**src/rtl/cylon_word_sequencer_pkg.sv**
```systemverilog
// Shared definitions for the cylon word sequencer: sequencer state encoding
// and the width of a channel index.
package cylon_word_sequencer_pkg;

    localparam int CH_IDX_W = 4;

    typedef enum logic [1:0] {
        ST_IDLE    = 2'd0,
        ST_RUN_FWD = 2'd1,
        ST_RUN_REV = 2'd2
    } seq_state_e;

endpackage

```
**src/rtl/cylon_word_sequencer_dwell_step_timer.sv**
```systemverilog
// Dwell timer: counts word cycles while running and flags the cycle on which
// the current step has lasted dwell+1 cycles.
module dwell_step_timer #(
    parameter int DWELL_WIDTH = 23
) (
    input  logic                   clock,
    input  logic                   reset_n,
    input  logic                   run,
    input  logic [DWELL_WIDTH-1:0] dwell,
    output logic                   step
);

    logic [DWELL_WIDTH-1:0] counter_q;
    logic [DWELL_WIDTH-1:0] counter_d;

    // Live dwell compare, so shortening dwell mid-step forces the next step at once
    always_comb begin
        step = run && (counter_q >= dwell);
    end

    // Counter clears when idle or on a step, otherwise counts up
    always_comb begin
        counter_d = counter_q;
        if (!run) begin
            counter_d = '0;
        end else if (step) begin
            counter_d = '0;
        end else begin
            counter_d = counter_q + DWELL_WIDTH'(1);
        end
    end

    // Counter register
    always_ff @(posedge clock or negedge reset_n) begin
        if (!reset_n) begin
            counter_q <= '0;
        end else begin
            counter_q <= counter_d;
        end
    end

endmodule

```
**src/rtl/cylon_word_sequencer.sv**
```systemverilog
// Cylon word sequencer: walks a single lit channel across the OSERDES channel
// words in wrap or bounce mode, with a sync word at each arrival at channel 0.
module cylon_word_sequencer
    import cylon_word_sequencer_pkg::*;
#(
    parameter int NUMBER_OF_CHANNELS = 12,
    parameter int WORD_WIDTH         = 8,
    parameter int DWELL_WIDTH        = 23
) (
    input  logic                                     clock,
    input  logic                                     reset_n,
    input  logic                                     enable,
    input  logic                                     bounce,
    input  logic [DWELL_WIDTH-1:0]                   dwell,
    input  logic [WORD_WIDTH-1:0]                    pulse_word,
    output logic [NUMBER_OF_CHANNELS*WORD_WIDTH-1:0] words_out,
    output logic [WORD_WIDTH-1:0]                    sync_word_out,
    output logic [CH_IDX_W-1:0]                      position,
    output logic                                     direction,
    output logic                                     step_strobe
);

    localparam logic [CH_IDX_W-1:0] LAST_CH = CH_IDX_W'(NUMBER_OF_CHANNELS - 1);

    seq_state_e                              state_q, state_d;
    logic [CH_IDX_W-1:0]                     position_q, position_d;
    logic [NUMBER_OF_CHANNELS*WORD_WIDTH-1:0] words_q, words_d;
    logic [WORD_WIDTH-1:0]                   sync_q, sync_d;
    logic                                    strobe_q, strobe_d;
    logic                                    direction_q, direction_d;
    logic                                    run_s;
    logic                                    step_s;
    logic                                    active_d_s;

    assign run_s = enable && (state_q != ST_IDLE);

    dwell_step_timer #(
        .DWELL_WIDTH (DWELL_WIDTH)
    ) u_timer (
        .clock   (clock),
        .reset_n (reset_n),
        .run     (run_s),
        .dwell   (dwell),
        .step    (step_s)
    );

    // Next state and position, including the IDLE start and end-of-sweep turns
    always_comb begin
        state_d    = state_q;
        position_d = position_q;
        strobe_d   = 1'b0;
        case (state_q)
            ST_IDLE: begin
                position_d = '0;
                if (enable) begin
                    state_d  = ST_RUN_FWD;
                    strobe_d = 1'b1;
                end else begin
                    state_d = ST_IDLE;
                end
            end
            ST_RUN_FWD: begin
                if (!enable) begin
                    state_d    = ST_IDLE;
                    position_d = '0;
                end else if (step_s) begin
                    strobe_d = 1'b1;
                    if (NUMBER_OF_CHANNELS == 1) begin
                        position_d = '0;
                    end else if (position_q < LAST_CH) begin
                        position_d = position_q + CH_IDX_W'(1);
                    end else if (bounce) begin
                        state_d    = ST_RUN_REV;
                        position_d = LAST_CH - CH_IDX_W'(1);
                    end else begin
                        position_d = '0;
                    end
                end else begin
                    state_d = ST_RUN_FWD;
                end
            end
            ST_RUN_REV: begin
                if (!enable) begin
                    state_d    = ST_IDLE;
                    position_d = '0;
                end else if (step_s) begin
                    strobe_d = 1'b1;
                    if (position_q > CH_IDX_W'(0)) begin
                        position_d = position_q - CH_IDX_W'(1);
                    end else begin
                        state_d    = ST_RUN_FWD;
                        position_d = CH_IDX_W'(1);
                    end
                end else begin
                    state_d = ST_RUN_REV;
                end
            end
            default: begin
                state_d    = ST_IDLE;
                position_d = '0;
            end
        endcase
    end

    // Output words are built from the next state so they line up with it
    always_comb begin
        active_d_s  = (state_d != ST_IDLE);
        direction_d = (state_d == ST_RUN_REV);
        words_d     = '0;
        for (int k = 0; k < NUMBER_OF_CHANNELS; k++) begin
            if (active_d_s && (position_d == CH_IDX_W'(k))) begin
                words_d[k*WORD_WIDTH +: WORD_WIDTH] = pulse_word;
            end else begin
                words_d[k*WORD_WIDTH +: WORD_WIDTH] = '0;
            end
        end
        if (strobe_d && (position_d == CH_IDX_W'(0))) begin
            sync_d = pulse_word;
        end else begin
            sync_d = '0;
        end
    end

    // State and registered outputs
    always_ff @(posedge clock or negedge reset_n) begin
        if (!reset_n) begin
            state_q     <= ST_IDLE;
            position_q  <= '0;
            words_q     <= '0;
            sync_q      <= '0;
            strobe_q    <= 1'b0;
            direction_q <= 1'b0;
        end else begin
            state_q     <= state_d;
            position_q  <= position_d;
            words_q     <= words_d;
            sync_q      <= sync_d;
            strobe_q    <= strobe_d;
            direction_q <= direction_d;
        end
    end

    assign words_out     = words_q;
    assign sync_word_out = sync_q;
    assign position      = position_q;
    assign direction     = direction_q;
    assign step_strobe   = strobe_q;

endmodule
```
**config.mk**
```make
export PLATFORM = sky130hd
export DESIGN_NAME = cylon_word_sequencer
export DESIGN_NICKNAME = d
export VERILOG_FILES = /design/src/rtl/cylon_word_sequencer_pkg.sv /design/src/rtl/cylon_word_sequencer_dwell_step_timer.sv /design/src/rtl/cylon_word_sequencer.sv
export SDC_FILE = /design/constraint.sdc
export NUM_CORES = 1
export LEC_CHECK = 0
export ABC_AREA = 0
export CORE_ASPECT_RATIO = 0.9
export CORE_MARGIN = 5
export CORE_UTILIZATION = 50
export DETAILED_ROUTE_END_ITERATION = 10
export GPL_ROUTABILITY_DRIVEN = 0
export PLACE_DENSITY = 0.8
export SLEW_MARGIN = 10
export SYNTH_ARGS = -nofsm -noshare
export SYNTH_HDL_FRONTEND = slang
export SYNTH_HIERARCHICAL = 1
export SYNTH_SLANG_ARGS = --single-unit
```
**constraint.sdc**
```tcl
create_clock -name clock -period 6.9 [get_ports clock]
set_input_delay 0.69 -clock clock [delete_from_list [all_inputs] [get_ports clock]]
set_output_delay 0.69 -clock clock [all_outputs]
set_load 0.1 [all_outputs]
```
## Word-level counts from Yosys, hierarchy flattened

Index checks and enable logic that the tools add are counted.

- Register bits after elaboration: 135
- Input port bits: 35
- Output and inout port bits: 110

- Add/sub/neg operators: 3
- $lt $le $gt $ge: 3
- Equality and inequality tests: 14
- Multiplexer cells: 36
- Reduce and logical (&&, ||, !) cells: 20

Operators with widths:

| kind | number |
|---|---|
| 8-bit two-way mux | 13 |
| 23-bit two-way mux | 2 |
| 4-bit two-way mux | 7 |
| 23-bit by 1-bit adder with 23-bit output, second input constant | 1 |
| 23-bit greater-or-equal comparator | 1 |
| 4-bit by 3-bit == test with 1-bit output, second input constant | 4 |
| 4-bit == test, second input constant | 4 |
| 1-bit logical AND | 15 |
| 2-bit two-way mux | 7 |
| 4-bit by 2-bit == test with 1-bit output, second input constant | 2 |
| 4-bit case mux with 2 select lines | 1 |
| 2-bit case mux with 3 select lines | 1 |
| 4-bit by 1-bit adder with 4-bit output, second input constant | 1 |
| 2-bit == test, second input constant | 2 |
| 4-bit by 1-bit == test with 1-bit output, second input constant | 1 |
| 4-bit by 1-bit greater-than comparator with 1-bit output, second input constant | 1 |
| 4-bit zero test | 1 |
| 4-bit less-than comparator, second input constant | 1 |
| 1-bit two-way mux | 4 |
| 2-bit nonzero test | 2 |
| 4-bit by 1-bit subtractor with 4-bit output, second input constant | 1 |
| 2-bit by 1-bit == test with 1-bit output, second input constant | 1 |
| 2-bit zero test | 1 |
| 1-bit case mux with 2 select lines | 1 |
| 2-bit OR reduction | 1 |

## Depth between registers and ports, before layout

- Depth in word-level cells: 9
- Mapped depth: 16

## Modules after synthesis

Netlist, hierarchy kept.

By module, submodules not included:

| module | instances | cells an instance | area each (µm²) |
|---|---|---|---|
| cylon_word_sequencer | 1 | 332 | 4256.6 |
| dwell_step_timer | 1 | 197 | 1894.3 |

## Worst setup path before layout

No wires, ideal clock.

- Kind: input to register
- Start: input dwell[12]
- End: register words_q[40] (netlist: words_out[40])
- Data arrival time: 3.692 ns
- Required time: 6.833 ns
- Path slack: 3.141 ns
- Stages on the path: 16
- Buffers on the path: 3
- Cell sequence: inv_1 -> ha_1 -> a211oi_2 -> nor2_1 -> or3_1 -> o311a_4 -> buf_6 -> o21a_1 -> buf_6 -> nand2_1 -> nor2_1 -> o32ai_2 -> inv_2 -> a211oi_4 -> buf_6 -> and3_1

- Cells in the longest elaborated chain, start to end: 8
- Elaborated cells between the ends (all ways): 16
- Those cells by class: order compare (1); eq/ne (1); mux (11); reduce/logical (3)

Ends and longest elaborated chain:

| item | line | RTL |
|---|---|---|
| start: declaration | cylon_word_sequencer.sv:14 | `input logic [DWELL_WIDTH-1:0] dwell,` |
| 23-bit greater-or-equal comparator * | cylon_word_sequencer_dwell_step_timer.sv:18 | `step = run && (counter_q >= dwell);` |
| 1-bit logical AND * | cylon_word_sequencer_dwell_step_timer.sv:18 |  |
| named net step_s | cylon_word_sequencer.sv:32 | `logic step_s;` |
| 4-bit two-way mux, on equally long branches | cylon_word_sequencer.sv:86, cylon_word_sequencer.sv:66 |  |
| 4-bit two-way mux, on equally long branches | cylon_word_sequencer.sv:83, cylon_word_sequencer.sv:63 |  |
| 4-bit case mux with 2 select lines * | cylon_word_sequencer.sv:52 | `case (state_q)` |
| named net position_d[3] | cylon_word_sequencer.sv:26 | `logic [CH_IDX_W-1:0] position_q, position_d;` |
| 4-bit by 3-bit == test with 1-bit output * | cylon_word_sequencer.sv:111 | `if (active_d_s && (position_d == CH_IDX_W'(k))) begin` |
| 1-bit logical AND * | cylon_word_sequencer.sv:111 |  |
| 8-bit two-way mux * | cylon_word_sequencer.sv:111 |  |
| named net words_d[40] | cylon_word_sequencer.sv:27 | `logic [NUMBER_OF_CHANNELS*WORD_WIDTH-1:0] words_q, words_d;` |
| end signal: assignment | cylon_word_sequencer.sv:136 | `words_q <= words_d;` |
| end: declaration | cylon_word_sequencer.sv:27 |  |

The timed path passes the listed nets; every way through them passes the cells marked *.

## Worst setup path after layout

- Start: input dwell[12]
- End: register words_q[20] (netlist: words_out[20])

- Cells in the longest elaborated chain, start to end: 8
- Elaborated cells between the ends (all ways): 16
- Those cells by class: order compare (1); eq/ne (1); mux (11); reduce/logical (3)

Ends and longest elaborated chain:

| item | line |
|---|---|
| 23-bit greater-or-equal comparator * | cylon_word_sequencer_dwell_step_timer.sv:18 |
| 1-bit logical AND * | cylon_word_sequencer_dwell_step_timer.sv:18 |
| named net step_s | cylon_word_sequencer.sv:32 |
| 4-bit two-way mux, on equally long branches | cylon_word_sequencer.sv:86, cylon_word_sequencer.sv:66 |
| 4-bit two-way mux, on equally long branches | cylon_word_sequencer.sv:83, cylon_word_sequencer.sv:63 |
| 4-bit case mux with 2 select lines * | cylon_word_sequencer.sv:52 |
| named net position_d[3] | cylon_word_sequencer.sv:26 |
| 4-bit by 2-bit == test with 1-bit output * | cylon_word_sequencer.sv:111 |
| 1-bit logical AND * | cylon_word_sequencer.sv:111 |
| 8-bit two-way mux * | cylon_word_sequencer.sv:111 |
| named net words_d[20] | cylon_word_sequencer.sv:27 |

Marks and branches as above.

==> impl_results.md <==
- Number of H-tree levels: 4
- Area delta synth->final: 32.6%
- Count of final max-slew check failures: 0
- Clock sink count: 135
- Fin worst setup slack: 2150 ps
- Final Setup Violations: 0
- Clock slew at reported path FFs: 50 ps
- Die ar.: 14600 um2
- Met2 Use GR: 37.2%
- Core box area: 12100 um2
- Setup crit start kind: primary input
- Detail Route Antenna Nets: 0
- Dominant cell type by area after synthesis: dfrtp_1
- Site Rows: 38
- First-pass GRT wire length: 24700 um
- PwrDens: 264 nW/um2
- Top cell type's share of synthesized area: 54.9%
- Hold Vio Cnt, Final: 0
- Fin crit share: 68.8%
- RR Endpoint: words_out[20]
- Synth cell types: 62
- Worst EP required: 7240 ps
- Grt peak-use layer: met2
- Nets: 723
- Slew margin rel.: 27.2%
- Total gr overflow: 0
- Initial antenna violation count: 0
- Most used flip-flop cell after synthesis: dfrtp_1
- PostCTS Resize Cnt: 0
- Crit path DAT: 5080 ps
- Antenna cell count: 0
- GRT Resource Usage Total: 21.9%
- Worst r2r src: u_timer/counter_q[12]
- Mapped Avg Cell Area: 11.6 um2
- Critical path type: primary input to flip-flop
- Pre-CTS setup slack: 1850 ps
- Largest stage delay on the critical path: 890 ps
- Clock root buffer master: clkbuf_16
- CTS tree: done
- Vias in the first global route: 4770
- Largest net degree at the start of global routing: 86
- CTS Buf Count: 17
- Largest cells by area after synthesis: dfrtp_1, and3_1, ha_1
- Initial detailed-routing violation count: 448
- Share of flip-flops with an asynchronous set or reset: 100%
- DIE HEIGHT: 115 um
- Worst skew pair latency: 410 ps
- Setup repair after global routing missed its margin: no
- Vias: 4628
- Reg2Reg Depth: 12
- Cell area after synthesis: 6150 um2
- Cells along the critical path: clkdlybuf4s50_1 -> inv_1 -> ha_1 -> a211oi_2 -> nor2_1 -> or3_1 -> o311a_4 -> o21a_1 -> inv_1 -> nor3_2 -> o32ai_2 -> inv_2 -> a211oi_4 -> and3_1
- I/O Buffers: 144
- Cts hold-fix bufs: 0
- Crit-path slowest cell: a211oi_4
- Max_cap viols: 0
- Critical path capture point type: flip-flop
- Share of cells above drive strength 1: 10.4%
- Most common cell after layout, fill and taps aside: clkdlybuf4s50_1
- Crit-path most repeated cell: inv_1
- Initial core utilization: 50.9%
- CP Max Fanout: 32
- Ys Warns: 6
- Router iterations before antenna repair: 5
- Vias/cell: 5.57
- Die W: 127 um
- Number of remaining DRC errors: 0
- DR WL/cell: 19.2 um
- TNS Setup: 0 ps
- Skew final: 7.98 ps
- Peak supply drop: 0.202 mV
- Mapped Nets: 594
- Syn Inst Count: 529
- Post-synth EDFFs: 0
- R2R setup slack: 2480 ps
- DRT Wirelength: 16000 um
- Register bit total from synthesis: 135
- Dpl hpwl: 10800 um
- Most frequent cells in the layout: clkdlybuf4s50_1, dfrtp_1, and3_1
- Actual slew at the worst max-slew pin: 1090 ps
- Outcome: complete, no violations
- Clock Tree Buf Depth: 2
- Sequential share of the synthesized area: 54.9%
- Tmin final: 4750 ps
- Routing usage on met3: 6.32%
- Hold Path Class: primary input to asynchronous set/reset pin
- Static Leak: 4.09 nW
- IO Pins: 145
- Max Fclk: 0.211 GHz
- GR Util met1: 27.2%
- Post-CTS setup buffers: 0
-- state kept, by name, summed over array words and instances, names as in the netlist --
signal and cells:
words_out 96, u_timer/counter_q 23, sync_word_out 8, position 4, state_q 2, direction 1, step_strobe 1
-- routing by layer --
layer / part of all wire (%) / routed length [um] / vias up
li1: - / - / 2116
met1: 41 / 6560 / 2325
met2: 51 / 8200 / 165
met3: 6.0 / 960 / 22
met4: 1.5 / 236 / 0
met5: 0 / 0 / -
-- critical path, delay by kind of cell --
family                   cells  cell delay, ps
buffers and inverters        4             830
AND/OR/NAND/NOR              4             820
adder cells (fa/ha/maj)      1             330
AO/OA/AOI/OAI                5            2400
-- stage by stage --
step                      hold slack, ps  cell area (um2)  cells  utilization (%)  total power [mW]
after floorplan                      394             6150    529                -              1.16
after global placement               557             7550    799             62.5              1.25
after detailed placement             584             7550    799             62.5              1.26
after CTS                            293             8150    831             67.5              2.16
after global routing                 330             8150    831             67.5              2.22
final                                287             8150    831             67.5              2.15
-- power by group --
group | leakage [nW] | switching [mW] | internal, mW
Sequential | 1.87 | 0.0170 | 0.820
Clock | 0.289 | 0.330 | 0.571
Combinational | 1.93 | 0.310 | 0.101
Total | 4.09 | 0.657 | 1.49
-- logic make-up (layout without fill, tap and decap cells) --
family	after synthesis	count (layout)	share of synthesized area [%]
compound gates	47	47	6.67
fa+ha+maj	30	30	6.10
flops	135	135	54.9
simple gates	218	218	22.3
xor+xnor	22	22	3.13
buf+inv	77	219	6.92
-- how the worst max path moves through the flow --
stage / from / to / slack [ps] / depth (start not counted)
finish: dwell[12] / words_out[20] / 2150 / 14
global route: dwell[12] / words_out[20] / 1990 / 14
CTS: dwell[12] / words_out[20] / 2230 / 14
detailed placement: dwell[12] / words_out[14] / 1850 / 14
global placement: dwell[12] / words_out[0] / 1990 / 14
floorplan: dwell[12] / words_out[40] / 3140 / 16
-- cells in the mapped netlist, drive strengths merged (9+ instances only) --
cell,count
nand2,21
nor2,17
nand3,17
nand4,13
nor4,24
xor2,9
and3,98
clkbuf,18
dfrtp,135
a21oi,9
ha,30
inv,39
buf,19
xnor2,13
-- area by class of cell --
| class | instances | area, um2 |
|---|---|---|
| multi-input cells | 317 | 2360 |
| inverters | 39 | 146 |
| clock inverters | 10 | 119 |
| clock buffers | 22 | 484 |
| fillers | 884 | 3920 |
| repair buffers | 148 | 1470 |
| flip-flops and latches | 135 | 3380 |
| well taps | 160 | 200 |
Note: power is estimated with default switching activity, not from simulation.
